$ cat src/rtl/gpio_pad_ctrl.sv
// Per-pad config/mux stage: serial config chain, break-before-make commit FSM, pad output muxing.
// Optional GPIO_PAD_IN_SYNC_EN adds a 2-flop synchronizer on the pad input return path.
module gpio_pad_ctrl #(
  parameter logic [8:0]  CFG_DEFAULT = 9'h005,
  parameter int unsigned DEAD_CYCLES = 4
) (
  input  logic       clock,
  input  logic       resetb,
  input  logic       serial_shift,
  input  logic       serial_data_in,
  output logic       serial_data_out,
  input  logic       serial_load,
  input  logic       mgmt_gpio_out,
  input  logic       mgmt_gpio_oe,
  output logic       mgmt_gpio_in,
  input  logic       user_gpio_out,
  input  logic       user_gpio_oe,
  output logic       user_gpio_in,
  output logic       pad_a,
  output logic       pad_oe,
  output logic       pad_ie,
  output logic       pad_cs,
  output logic       pad_sl,
  output logic       pad_pu,
  output logic       pad_pd,
  output logic [1:0] pad_drv,
  input  logic       pad_y,
  output logic [8:0] cfg_active
);

  typedef enum logic {RUN, DEAD} state_t;

  localparam logic [3:0] DEAD_LOAD = DEAD_CYCLES[3:0];

  logic [8:0] shadow_q, shadow_d;
  logic [8:0] pending_q, pending_d;
  logic [8:0] active_q, active_d;
  logic [3:0] cnt_q, cnt_d;
  state_t     state_q, state_d;
  logic       disruptive;
  logic       mgmt_en;
  logic       pad_in_s;

  always_ff @(posedge clock or negedge resetb) begin
    if (!resetb) begin
      shadow_q  <= '0;
      pending_q <= '0;
      active_q  <= CFG_DEFAULT;
      cnt_q     <= '0;
      state_q   <= RUN;
    end else begin
      shadow_q  <= shadow_d;
      pending_q <= pending_d;
      active_q  <= active_d;
      cnt_q     <= cnt_d;
      state_q   <= state_d;
    end
  end

  // Ownership or drive-strength changes must not glitch the pad, so they go through DEAD.
  assign disruptive = (shadow_q[1:0] != active_q[1:0]) || (shadow_q[8:7] != active_q[8:7]);

  always_comb begin
    shadow_d  = shadow_q;
    pending_d = pending_q;
    active_d  = active_q;
    cnt_d     = cnt_q;
    state_d   = state_q;
    if (serial_shift) begin
      shadow_d = {shadow_q[7:0], serial_data_in};
    end
    case (state_q)
      RUN: begin
        if (serial_load) begin
          pending_d = shadow_q;
          if (disruptive && (DEAD_LOAD != 4'd0)) begin
            state_d = DEAD;
            cnt_d   = DEAD_LOAD;
          end else begin
            active_d = shadow_q;
          end
        end
      end
      DEAD: begin
        // A new load while dead restarts the full dead time with the newest config.
        if (serial_load) begin
          pending_d = shadow_q;
          cnt_d     = DEAD_LOAD;
        end else if (cnt_q == 4'd1) begin
          active_d = pending_q;
          cnt_d    = 4'd0;
          state_d  = RUN;
        end else begin
          cnt_d = cnt_q - 4'd1;
        end
      end
      default: begin
        state_d = RUN;
      end
    endcase
  end

`ifdef GPIO_PAD_IN_SYNC_EN
  logic [1:0] sync_q, sync_d;

  always_comb begin
    sync_d = {sync_q[0], pad_y & active_q[2]};
  end

  always_ff @(posedge clock or negedge resetb) begin
    if (!resetb) begin
      sync_q <= '0;
    end else begin
      sync_q <= sync_d;
    end
  end

  assign pad_in_s = sync_q[1];
`else
  assign pad_in_s = pad_y & active_q[2];
`endif

  assign mgmt_en         = active_q[0];
  assign serial_data_out = shadow_q[8];
  assign cfg_active      = active_q;

  assign pad_a   = mgmt_en ? mgmt_gpio_out : user_gpio_out;
  assign pad_oe  = (state_q == RUN) & ~active_q[1] & (mgmt_en ? mgmt_gpio_oe : user_gpio_oe);
  assign pad_ie  = active_q[2];
  assign pad_cs  = active_q[3];
  assign pad_sl  = active_q[4];
  assign pad_pu  = active_q[5];
  assign pad_pd  = active_q[6];
  assign pad_drv = active_q[8:7];

  assign mgmt_gpio_in = pad_in_s;
  assign user_gpio_in = mgmt_en ? 1'b0 : pad_in_s;

endmodule
$ cat config.mk
export PLATFORM = sky130hd
export DESIGN_NAME = gpio_pad_ctrl
export DESIGN_NICKNAME = d
export VERILOG_FILES = /design/src/rtl/gpio_pad_ctrl.sv
export SDC_FILE = /design/constraint.sdc
export NUM_CORES = 1
export LEC_CHECK = 0
export BUFFER_PORTS_ARGS = -buffer_cell sky130_fd_sc_hd__buf_4
export CORE_UTILIZATION = 61
export CTS_BUF_LIST = sky130_fd_sc_hd__clkbuf_8
export DETAILED_ROUTE_END_ITERATION = 10
export PLACE_DENSITY = 0.95
export SETUP_SLACK_MARGIN = 0.15
export SYNTH_ARGS = -nofsm -noshare
export SYNTH_HDL_FRONTEND = slang
export SYNTH_SLANG_ARGS = --single-unit
$ cat constraint.sdc
create_clock -name clock -period 5.6 [get_ports clock]
set_input_delay 1.12 -clock clock [delete_from_list [all_inputs] [get_ports clock]]
set_output_delay 1.12 -clock clock [all_outputs]
set_load 0.02 [all_outputs]
Word-level counts from Yosys, hierarchy flattened --
Cells that the tools add are included.
Word-level totals: register bits after elaboration 32, latch bits 0, bits in writable memories 0, bits in read-only memories 0, output and inout bits 21, memories kept 0
Operators by class: $add $sub $neg 1, multiply operators 0, divide/modulo/power cells 0, magnitude comparators 0, equal/unequal tests 8, shifts and indexed selects 0, mux-type cells 19, bitwise operators 5, reductions and logical operators 3
Operator list (number):
- 9-bit 2-to-1 mux | 5
- 9-bit case mux with 2 select lines | 1
- 4-bit 2-to-1 mux | 4
- 2-bit != test (second input constant) | 4
- 4-bit case mux with 2 select lines | 1
- 1-bit 2-to-1 mux | 7
- 4-bit by 1-bit == test with 1-bit output (second input constant) | 1
- 2-bit != test | 2
- 4-bit AND reduction | 1
- 4-bit by 1-bit subtractor with 4-bit output (second input constant) | 1
- 1-bit bitwise AND | 3
- 2-bit by 1-bit != test with 1-bit output (second input constant) | 1
- 1-bit inverter | 2
- 1-bit case mux with 2 select lines | 1
- 2-bit AND reduction | 1
- 1-bit logical OR | 1

Logic depth before layout (Yosys ltp) --
Gate-level depths: netlist (run 1).
depth in word-level cells 5, depth in mapped cells 9, depth with buffers taken out 6

Least setup slack after synthesis (run 1) --
OpenSTA, ideal clock, no wires.
path type in2reg, start point in serial_load, end point reg active_q[5], in the netlist cfg_active[5], data arrival time 2.766 ns, required time 5.473 ns, slack 2.707 ns, cell stages on the path 9, path buffers 3, path through clkbuf_1 clkbuf_1 inv_1 ha_1 inv_1 clkbuf_1 nor4_1 a211oi_2 nand3_1
Between the ends: cells in the longest elaborated chain, start to end 2
RTL lines:
- start: declaration | line 12 | input logic serial_load,
- 2-bit != test (no line)
- 4-bit AND reduction (no line) *
- end signal: assignment | line 54 | active_q <= active_d;
- end: declaration | line 37 | logic [8:0] active_q, active_d;
Mark *: on every way between the ends. The rest lies on a longest branch, timed or not. A chain may end at the register's enable or synchronous reset.

Worst setup path after layout (run 1) --
start point in mgmt_gpio_oe, end point out pad_oe
Between the ends: cells in the longest elaborated chain, start to end 2
RTL lines:
- start: declaration | line 14 | input logic mgmt_gpio_oe,
- 1-bit 2-to-1 mux | line 128 | assign pad_oe = (state_q == RUN) & ~active_q[1] & (mgmt_en ? mgmt_gpio_oe : user_gpio_oe);
- 1-bit bitwise AND | line 128
- end: declaration | line 20 | output logic pad_oe,
Every way passes these cells.

==> results of run 1 <==
-- layout by cell type, fill, tap and decap left out, types with 2 or more instances in the layout --
master	n
and3_1	18
a21oi_1	10
nand4_1	9
mux2_2	16
nor2_1	2
nand3_1	10
xnor2_1	4
mux2i_1	9
o21ai_0	3
dfstp_2	2
dfrtp_1	30
buf_4	30
ha_1	3
a22o_1	2
inv_1	9
nand2_1	4
nor2b_1	12
clkbuf_8	7
nor4_1	2
-- critical path: stages --
cell and delay (ps):
buf_4 70, mux2i_1 70, nor3_1 230, buf_4 200
-- logic make-up after synthesis --
family	after synthesis
flops	32
mux	25
xor+xnor	4
compound gates	21
buf+inv	30
fa+ha+maj	3
simple gates	62
-- worst max-delay path by stage --
stage	startpoint	end	cells after the start
global placement	serial_load	cfg_active[5]	6
CTS	mgmt_gpio_oe	pad_oe	4
floorplan	serial_load	cfg_active[5]	9
global route	state_q	cfg_active[5]	5
detailed placement	serial_load	cfg_active[5]	6
finish	mgmt_gpio_oe	pad_oe	4
-- layer usage --
layer,vias up,track usage
met1,687,0.344
met3,13,0.0767
met5,-,0
li1,656,-
met2,93,0.381
met4,0,0.115
-- per-stage QoR --
step / worst slack (ps) / std cells / utilization / hold slack, ps
after global placement: 2820 / 218 / 0.706 / 496
after floorplan: 2710 / 177 / - / 475
after detailed placement: 2690 / 218 / 0.706 / 505
after CTS: 2790 / 225 / 0.741 / 521
final: 2780 / 225 / 0.741 / 522
after global routing: 2640 / 225 / 0.741 / 529
-- sequential cells by signal, indices dropped and copies added, names as in the netlist --
name	count
cfg_active	9
cnt_q	4
state_q	1
shadow_q	9
pending_q	9
-- final cells by class --
type | count | area [um^2]
Clock buffer | 7 | 96.3
Fill cell | 196 | 714
Inverter | 10 | 37.5
Multi-Input combinational cell | 115 | 842
Sequential cell | 32 | 803
Tap cell | 31 | 38.8
Timing Repair Buffer | 30 | 225
-- power groups by stage --
stage,clock [W],sequential (W),combinational (W)
after floorplan,0,0.000421,0.000334
after global placement,0,0.000414,0.000439
after detailed placement,0,0.000427,0.000456
after CTS,0.000192,0.000423,0.000460
after global routing,0.000202,0.000440,0.000500
final,0.000189,0.000427,0.000461
==> results.md, run 1 <==
- Antenna Nets Post-Route: 0
- EDFF count, synth: 0
- Top_reg_cell synth: dfrtp_1
- Critical path class: input port to output pin
- CTS Hold Bufs: 0
- Mapped Avg Cell Area: 10.1 um^2
- Fin crit period: 2820 ps
- Pwr/cell area: 527 nW/um^2
- CTS root buffer: clkbuf_8
- Crit path required time: 4480 ps
- Area of placed instances: 1950 um^2
- Worst-Skew Late Latency: 280 ps
- CTS resizes: 0
- Cells after synthesis: 177
- Sw Pwr: 0.000424 W
- Arr. time, crit path: 1700 ps
- Pin count of the biggest net entering global routing: 33
- Highest metal used: met4
- Antenna violations before repair: 0
- Met2 WL post-DR: 1720 um
- Final Net Count: 207
- Share of cells above drive strength 1: 0.294
- Comb pwr share: 0.428
- Antenna cells: 0
- Hold path depth: 1
- Simple-Gate Fraction of Synth Area: 0.204
- R2R setup slack: 2830 ps
- Mapped Area: 1790 um^2
- TNS Setup: 0 ps
- CTS Buf Count: 5
- Vias: 1449
- RSZ-0062 raised after global routing: false
- Leak pwr: 0.960 nW
- Endpoint, Worst Hold: pending_q[6]
- Post-synth top area share: 0.420
- Port buffer count: 30
- Sequential share of power: 0.396
- Maximum VDD drop: 0.446 mV
- Met3 Wirelength: 381 um
- Yosys top cell by area: dfrtp_1
- Most common cell in the netlist: dfrtp_1
- Ports: 31
- TritonCTS clock tree: done
- GPL Wtd Cong: 0.938
- Period utilisation layout: 0.504
- Multiplexer share of the synthesized area: 0.151
- Via/cell ratio: 6.44
- Status: finished clean
- Vias in the first global route: 1277
- Final WL: 3690 um
- Endpoints failing setup: 0
- Slew headroom: 0.417
- Total power: 0.00108 W
- DP HPWL: 2580 um
- R2R depth: 5
- Xor and xnor area share after synthesis: 0.0196
- Achievable Freq: 354 MHz
- Layout Skew: 6.80 ps
- Critical Path Fanout Max: 1
- Endpoint class of the critical path: output pin
- Routed WL per cell: 16.4 um
- Synthesized net count: 190
- Post-synth ARST share: 1.00
- Final Cell Area: 2040 um^2
- Post-CTS Setup Bufs: 0
- Sequential area share after synthesis: 0.449
- Die Wd: 56.1 um
- Clock Path Buffers: 2
- Largest family of logic cells by synthesized area: simple AND/OR/NAND/NOR gates
- Layout Area Growth over Synthesis: 14.3%
- FF-to-FF Start: state_q
- Post-synthesis compound-gate area fraction: 0.0749
- Starting Density: 0.648
- Worst R2R End: cfg_active[5]
- Congestion Overflow GR: 0
- DRC: 0
- Final Slew Violations: 0
- Post-Synth Adder-Cell Area: 0.0210
- Post-synth top cells: dfrtp_1 (30), and3_1 (18), mux2_2 (16)
- Yosys reg bits: 32
- HP Start: pending_q[6]
- Ranking of synthesized cells by area: dfrtp_1 (42%), mux2_2 (10%), and3_1 (6.3%), mux2i_1 (5.0%), nor2b_1 (4.2%)
- CTS H-tree depth: 2
- Sw Share: 0.393
- Clock Power Share: 0.176
- DIE AREA: 3150 um^2
- CTS Sinks: 32
- Row cnt: 19
- Initial DRC Count: 69
- Count of cell types in the netlist: 33
- Synth warnings: 0
- Final hold vios: 0
- Max Cap Viol: 0
- Drt pass-1 iters: 4
- Post-Route M1 WL: 1470 um
- Internal power: 0.000653 W
- Startpoint types: input port
- Worst Tran Pin Value: 874 ps
- Die height: 56.1 um
- Placeable Area: 2760 um^2
- Total global-route track usage: 0.255
- First-pass GRT wire length: 6060 um
- Worst-path clk slew: 60 ps
- Hold Crit Class: flop to flop
Power figures use the tool's default switching activity.
==> run 2: changes to the inputs <==
--- a/config.mk
+++ b/config.mk
@@ -5,11 +5,12 @@
 export SDC_FILE = /design/constraint.sdc
 export NUM_CORES = 1
 export LEC_CHECK = 0
+export ABC_AREA = 1
 export BUFFER_PORTS_ARGS = -buffer_cell sky130_fd_sc_hd__buf_4
-export CORE_UTILIZATION = 61
+export CORE_UTILIZATION = 57
 export CTS_BUF_LIST = sky130_fd_sc_hd__clkbuf_8
 export DETAILED_ROUTE_END_ITERATION = 10
-export PLACE_DENSITY = 0.95
+export PLACE_DENSITY = 0.92
 export SETUP_SLACK_MARGIN = 0.15
 export SYNTH_ARGS = -nofsm -noshare
 export SYNTH_HDL_FRONTEND = slang
==> constraint.sdc (replaced) <==
create_clock -name clock -period 2.7 [get_ports clock]
set_input_delay 0.54 -clock clock [delete_from_list [all_inputs] [get_ports clock]]
set_output_delay 0.54 -clock clock [all_outputs]
set_load 0.02 [all_outputs]
==> run 2 against run 1 <==
Synthesized cell count rose by 10%. Global-route usage fell by 1.9 points. First-iteration DRC count rose by 1.4%. Power rose by 87%. Clock power rose by 130%. Final cell count rose by 11%. Utilization rose by 0.079 points. Critical path type is now flop to output pin. Highest routed layer unchanged.
==> results.md, run 2 <==
- Status: finished clean
- Most common cell in the netlist: nand2_1
- Maximum VDD drop: 0.928 mV (+110%)
- Congestion Overflow GR: 0 (unchanged)
- Crit path cell chain: nor4_1, buf_4
- Worst-path clk slew: 70 ps (about the same)
- Vias in the first global route: 1236 (-3.2%)
- Final hold vios: 0 (unchanged)
- Critical path class: flop to output pin
- Layout Skew: 6.66 ps (-0.141 ps)
- Endpoint class of the critical path: output pin
- Endpoints failing setup: 0 (unchanged)
- Share of cells above drive strength 1: 0.227 (-0.0665)
- Pin count of the biggest net entering global routing: 33 (unchanged)
- Worst Tran Pin Value: 618 ps (-257 ps)
- CTS Buf Count: 5 (unchanged)
- Synth warnings: 0 (unchanged)
- Mapped Area: 1620 um^2 (-9.7%)
- CTS H-tree depth: 2 (unchanged)
- Slew headroom: 0.588 (+0.171)
- Drt pass-1 iters: 4 (unchanged)
- Slowest stage cell, crit path: dfrtp_1
- CTS Sinks: 32 (unchanged)
- Yosys top cell by area: dfrtp_1
- Clock Path Buffers: 2 (unchanged)
- Comb pwr share: 0.401 (-0.027)
- Largest stage delay on the critical path: 610 ps (+380 ps)
- Post-synth top area share: 0.465 (+0.0449)
- Antenna Nets Post-Route: 0 (unchanged)
- TritonCTS clock tree: done
- Fin crit period: 1980 ps
- Yosys reg bits: 32 (unchanged)
- First-pass GRT wire length: 5620 um (-7.3%)
- FILL cells: 182 (-7.1%)
- Vias: 1334 (-7.9%)
- Antenna violations before repair: 0 (unchanged)
- EDFF count, synth: 0 (unchanged)
- TNS Setup: 0 ps (unchanged)
- Sequential area share after synthesis: 0.497 (+0.0480)
- CTS root buffer: clkbuf_8
- Via/cell ratio: 5.34 (-17%)
- Post-CTS Setup Bufs: 0 (unchanged)
- Clock Power Share: 0.219 (+0.043)
- Die Wd: 55.2 um (-1.6%)
- Pre-CTS setup slack: 916 ps (-1780 ps)
- Synthesized net count: 208 (+9.5%)
- Final Net Count: 232 (+12%)
- Final WL: 3280 um (-11%)
- Startpoint types: flop
- DP HPWL: 2340 um (-9.3%)
- Sw Pwr: 0.000807 W (+91%)
- Sw Share: 0.401 (+0.00816)
- Layout Area Growth over Synthesis: 17.9%
- Worst-Skew Late Latency: 280 ps (about the same)
- Routed WL per cell: 13.1 um (-20%)
- Period utilisation layout: 0.732
- Antenna cells: 0 (unchanged)
- GPL Wtd Cong: 0.844 (-10%)
- Ranking of synthesized cells by area: dfrtp_1 (46%), nand2_1 (14%), o21ai_0 (8.4%), inv_1 (4.4%), nand3_1 (3.7%)
- Starting Density: 0.629 (-0.0192)
- Internal power: 0.00120 W (+84%)
- Ports: 31 (unchanged)
- Mapped Avg Cell Area: 8.28 um^2 (-18%)
- Initial DRC Count: 70 (+1.4%)
- Buf/Inv on CP: 1 (-1)
- CTS Hold Bufs: 0 (unchanged)
- Post-synth top cells: nand2_1 (61), dfrtp_1 (30), o21ai_0 (27)
- Count of cell types in the netlist: 26 (-21%)
- Final Slew Violations: 0 (unchanged)
- Total global-route track usage: 0.236 (-0.0188)
- Crit path required time: 2160 ps (-2320 ps)
- Placeable Area: 2570 um^2 (-6.9%)
- Cells after synthesis: 195 (+10%)
- Top_reg_cell synth: dfrtp_1
- Sequential share of power: 0.380 (-0.016)
- Die height: 55.2 um (-1.6%)
- Row cnt: 18 (-1)
- Post-synth ARST share: 1.00 (unchanged)
- Most frequent cells in the layout: nand2_1 (61), buf_4 (31), dfrtp_1 (30)
- RSZ-0062 raised after global routing: false
- DRC: 0 (unchanged)
- Most common cell after layout, fill and taps aside: nand2_1
- Hold Crit Class: input port to asynchronous set/reset pin
- Leak pwr: 0.988 nW (+2.8%)
- Achievable Freq: 506 MHz
- Critical path's top delay family: flip-flops
- Port buffer count: 30 (unchanged)
- Critical Path Fanout Max: 22 (+21)
- Pwr/cell area: 1060 nW/um^2 (+100%)
- Final WS setup: 725 ps (-2050 ps)
- Arr. time, crit path: 1440 ps (-260 ps)
- DIE AREA: 3050 um^2 (-3.2%)
- CTS resizes: 0 (unchanged)
- Max Cap Viol: 0 (unchanged)
run 2: changes by cell type in the layout (fill, tap and decap cells not counted), sizes merged, moves of 5 or more:
cell | previous run | this run
nand2 | 4 | 66
o21ai | 4 | 33
and3 | 18 | 0
mux2 | 16 | 0
inv | 10 | 22
nor2b | 12 | 0
a21oi | 10 | 0
mux2i | 9 | 0
nand4 | 9 | 0
nor2 | 2 | 7
run 2: cell families after synthesis:
| kind of cell | synth area share |
|---|---|
| adders and majority gates | 0.0232 |
| xor gates and xnor gates | 0.0108 |
| AOI/OAI and AO/OA | 0.111 |
| DFF | 0.497 |
| buffers and inverters | 0.104 |
| and+or+nand+nor | 0.254 |
run 2: power groups by stage:
stage | registers (W) | logic (W) | clock network (W)
floorplan | 0.000787 | 0.000553 | 0
detailed placement | 0.000770 | 0.000801 | 0
global placement | 0.000760 | 0.000768 | 0
finish | 0.000764 | 0.000806 | 0.000441
CTS | 0.000762 | 0.000811 | 0.000443
global route | 0.000787 | 0.000894 | 0.000465
run 2: cell type report:
class | instances | area, um^2 | area share
inverters | 21 | 78.8 | 0.0414
well taps | 30 | 37.5 | 0.0197
repair buffers | 31 | 233 | 0.122
multi-input cells | 128 | 644 | 0.338
clock inverters | 3 | 38.8 | 0.0204
flip-flops and latches | 32 | 803 | 0.422
clock buffers | 5 | 68.8 | 0.0361
run 2: path summary, 6_finish.rpt:
kind	from	end	slack, ps	cells after the start
worst max register to register	state_q	cfg_active[8]	880	5
min in group clock	serial_data_in	shadow_q[0]	470	3
worst min-delay path	resetb	shadow_q[8]	190	1
max in group asynchronous	resetb	cfg_active[2]	2190	1
worst min register to register	shadow_q[4]	shadow_q[5]	480	2
worst max-delay path	state_q	pad_oe	720	2
run 2: per-layer routing:
metal / wire (um) / share of wire / global-route usage / vias to the layer above
met1: 1430 / 0.43 / 0.307 / 615
met3: 200 / 0.061 / 0.0632 / 9
li1: - / - / - / 658
met4: 76 / 0.023 / 0.100 / 0
met2: 1580 / 0.48 / 0.373 / 52
met5: 0 / 0 / 0 / -
run 2: per-stage QoR:
stage | hold WS [ps] | area (um^2) | std cells | util | total power [W]
after floorplan | 244 | 1620 | 195 | - | 0.00134
after global placement | 457 | 1800 | 242 | 0.700 | 0.00153
after detailed placement | 469 | 1800 | 242 | 0.700 | 0.00157
after CTS | 195 | 1900 | 250 | 0.742 | 0.00202
after global routing | 220 | 1900 | 250 | 0.742 | 0.00215
final | 187 | 1900 | 250 | 0.742 | 0.00201
==> run 3: changes to the inputs <==
--- a/config.mk
+++ b/config.mk
@@ -7,10 +7,10 @@
 export LEC_CHECK = 0
 export ABC_AREA = 1
 export BUFFER_PORTS_ARGS = -buffer_cell sky130_fd_sc_hd__buf_4
-export CORE_UTILIZATION = 57
+export CORE_UTILIZATION = 51
 export CTS_BUF_LIST = sky130_fd_sc_hd__clkbuf_8
 export DETAILED_ROUTE_END_ITERATION = 10
-export PLACE_DENSITY = 0.92
+export PLACE_DENSITY = 0.87
 export SETUP_SLACK_MARGIN = 0.15
 export SYNTH_ARGS = -nofsm -noshare
 export SYNTH_HDL_FRONTEND = slang
==> constraint.sdc (replaced) <==
create_clock -name clock -period 1.6 [get_ports clock]
set_input_delay 0.32 -clock clock [delete_from_list [all_inputs] [get_ports clock]]
set_output_delay 0.32 -clock clock [all_outputs]
set_load 0.02 [all_outputs]
==> run 3 against run 2 <==
Worst setup slack worse by 690 ps. Sequential power increased by 69%. Non-clock buffer count rose by 8. Clock power is 29% higher. Largest cell class unchanged. Sequential cell count did not move. Utilization shrank 4.6 points. Global-route usage decreased by 2.0 points.
==> results.md, run 3 (same netlist as run 2, synthesis figures left out) <==
- Endpoint class of the critical path: output pin
- Worst Tran Pin Value: 405 ps (-213 ps)
- Die Wd: 58.3 um (+5.5%)
- Fin crit period: 1570 ps
- Ports: 31 (unchanged)
- Routed WL per cell: 13.5 um (+3.1%)
- Achievable Freq: 638 MHz
- CTS Sinks: 32 (unchanged)
- Internal power: 0.00205 W (+71%)
- Slew headroom: 0.730 (+0.142)
- Final WL: 3710 um (+13%)
- Vias in the first global route: 1270 (+2.8%)
- FILL cells: 230 (+26%)
- Leak pwr: 1.04 nW (+5.0%)
- Row cnt: 20 (+2)
- Critical path's top delay family: flip-flops
- Via/cell ratio: 5.03 (-5.7%)
- Sw Share: 0.433 (+0.0312)
- DIE AREA: 3400 um^2 (+11%)
- First-pass GRT wire length: 5460 um (-2.7%)
- Startpoint types: flop
- Drt pass-1 iters: 4 (unchanged)
- Clock Path Buffers: 2 (unchanged)
- Hold Crit Class: input port to flop
- Sw Pwr: 0.00157 W (+94%)
- Starting Density: 0.533 (-0.0957)
- Antenna cells: 0 (unchanged)
- TritonCTS clock tree: done
- Period utilisation layout: 0.980
- Initial DRC Count: 49 (-30%)
- Pwr/cell area: 1720 nW/um^2 (+63%)
- Port buffer count: 30 (unchanged)
- Antenna violations before repair: 0 (unchanged)
- DP HPWL: 2260 um (-3.4%)
- Critical Path Fanout Max: 4 (-82%)
- Layout Skew: 12.5 ps (+5.84 ps)
- Most frequent cells in the layout: nand2_1 (48), buf_4 (37), dfrtp_1 (30)
- Clock Power Share: 0.157 (-0.062)
- Crit path cell chain: inv_2, nor2_4, nor4_4, buf_4
- Die height: 58.3 um (+5.5%)
- DRC: 0 (unchanged)
- CTS root buffer: clkbuf_8
- Share of cells above drive strength 1: 0.357 (+0.129)
- Vias: 1378 (+3.3%)
- Status: finished clean
- Final Slew Violations: 0 (unchanged)
- Multi-input gate area: 788 um^2 (+22%)
- Worst-Skew Late Latency: 280 ps (about the same)
- Buf/Inv on CP: 2 (+1)
- TNS Setup: 0 ps (unchanged)
- Maximum VDD drop: 0.724 mV (-22%)
- Congestion Overflow GR: 0 (unchanged)
- Endpoints failing setup: 0 (unchanged)
- Placeable Area: 3030 um^2 (+18%)
- Arr. time, crit path: 1250 ps (-190 ps)
- Antenna Nets Post-Route: 0 (unchanged)
- CTS Buf Count: 5 (unchanged)
- Sequential share of power: 0.356 (-0.024)
- Most common cell after layout, fill and taps aside: nand2_1
- FF/Latch Area: 803 um^2 (unchanged)
- Comb pwr share: 0.487 (+0.086)
- Total global-route track usage: 0.216 (-0.0204)
- Final core occ: 0.695 (-0.0463)
- Final Net Count: 242 (+4.3%)
- GPL Wtd Cong: 0.820 (-2.9%)
- Largest stage delay on the critical path: 590 ps (-20 ps)
- CTS H-tree depth: 2 (unchanged)
- Crit path required time: 1280 ps (-880 ps)
- Critical path class: flop to output pin
- Max Cap Viol: 0 (unchanged)
- Slowest stage cell, crit path: dfstp_2
- Pin count of the biggest net entering global routing: 33 (unchanged)
- RSZ-0062 raised after global routing: true
- Layout Area Growth over Synthesis: 30.4%
- Final hold vios: 0 (unchanged)
- Total power: 0.00362 W (+80%)
- Worst-path clk slew: 70 ps (about the same)
==> run 3: worst paths after layout <==
check,slack [ps],cells past startpoint,endpoint,start
min in group asynchronous,510,2,shadow_q[8],resetb
max,30,4,pad_oe,cfg_active[0]
min,250,3,shadow_q[0],serial_data_in
min reg2reg,480,2,pending_q[5],pending_q[5]
max in group asynchronous,760,2,cfg_active[2],resetb
max reg2reg,50,10,cfg_active[3],cnt_q[1]
==> run 3: metrics by stage <==
| stage | setup slack (ps) | instances | hold slack [ps] | area [um^2] |
|---|---|---|---|---|
| 2_1_floorplan | 212 | 195 | 24.4 | 1630 |
| 3_3_place_gp | 144 | 258 | 277 | 1840 |
| 3_5_place_dp | 66.8 | 258 | 282 | 1840 |
| 4_1_cts | 15.1 | 269 | 252 | 1970 |
| 5_1_grt | -21.3 | 274 | 267 | 2110 |
| 6_report | 32.2 | 274 | 249 | 2110 |
==> run 3: timing repair <==
action | 4_1_cts | 5_1_grt
setup endpoints to repair | 12 | 18
setup buffers | 2 | 3
hold buffers | 1 | 0
gates resized for setup | 6 | 26
endpoints found under the hold margin | 30 | 0
cloned | 0 | 2
pin swaps | 4 | 5
==> run 3: cell type report <==
class	count	share of cell area
Clock buffer	5	0.0327
Clock inverter	3	0.00594
Inverter	21	0.0374
Multi-Input combinational cell	130	0.374
Sequential cell	32	0.381
Tap cell	44	0.0261
Timing Repair Buffer	39	0.142
==> run 3: layer usage <==
metal	share of wire	vias up	wire, um	track usage
li1	-	677	-	-
met1	0.40	652	1480	0.273
met2	0.53	41	1970	0.366
met3	0.050	8	184	0.0491
met4	0.019	0	72	0.0714
met5	0	-	0	0
==> run 3: power groups by stage <==
stage                     Combinational, W  Sequential [W]  Clock, W
final                              0.00176         0.00129  0.000568
after global routing               0.00191         0.00131  0.000628
after CTS                          0.00151         0.00126  0.000581
after detailed placement           0.00144         0.00127         0
after global placement             0.00139         0.00127         0
after floorplan                   0.000955         0.00133         0
==> run 3: worst reg2reg max path: cells and delay by family (launching register included) <==
kind | cells | cell delay [ps]
flip-flops | 1 | 390
adder cells (fa/ha/maj) | 1 | 130
buffers and inverters | 2 | 120
AND/OR/NAND/NOR | 7 | 790
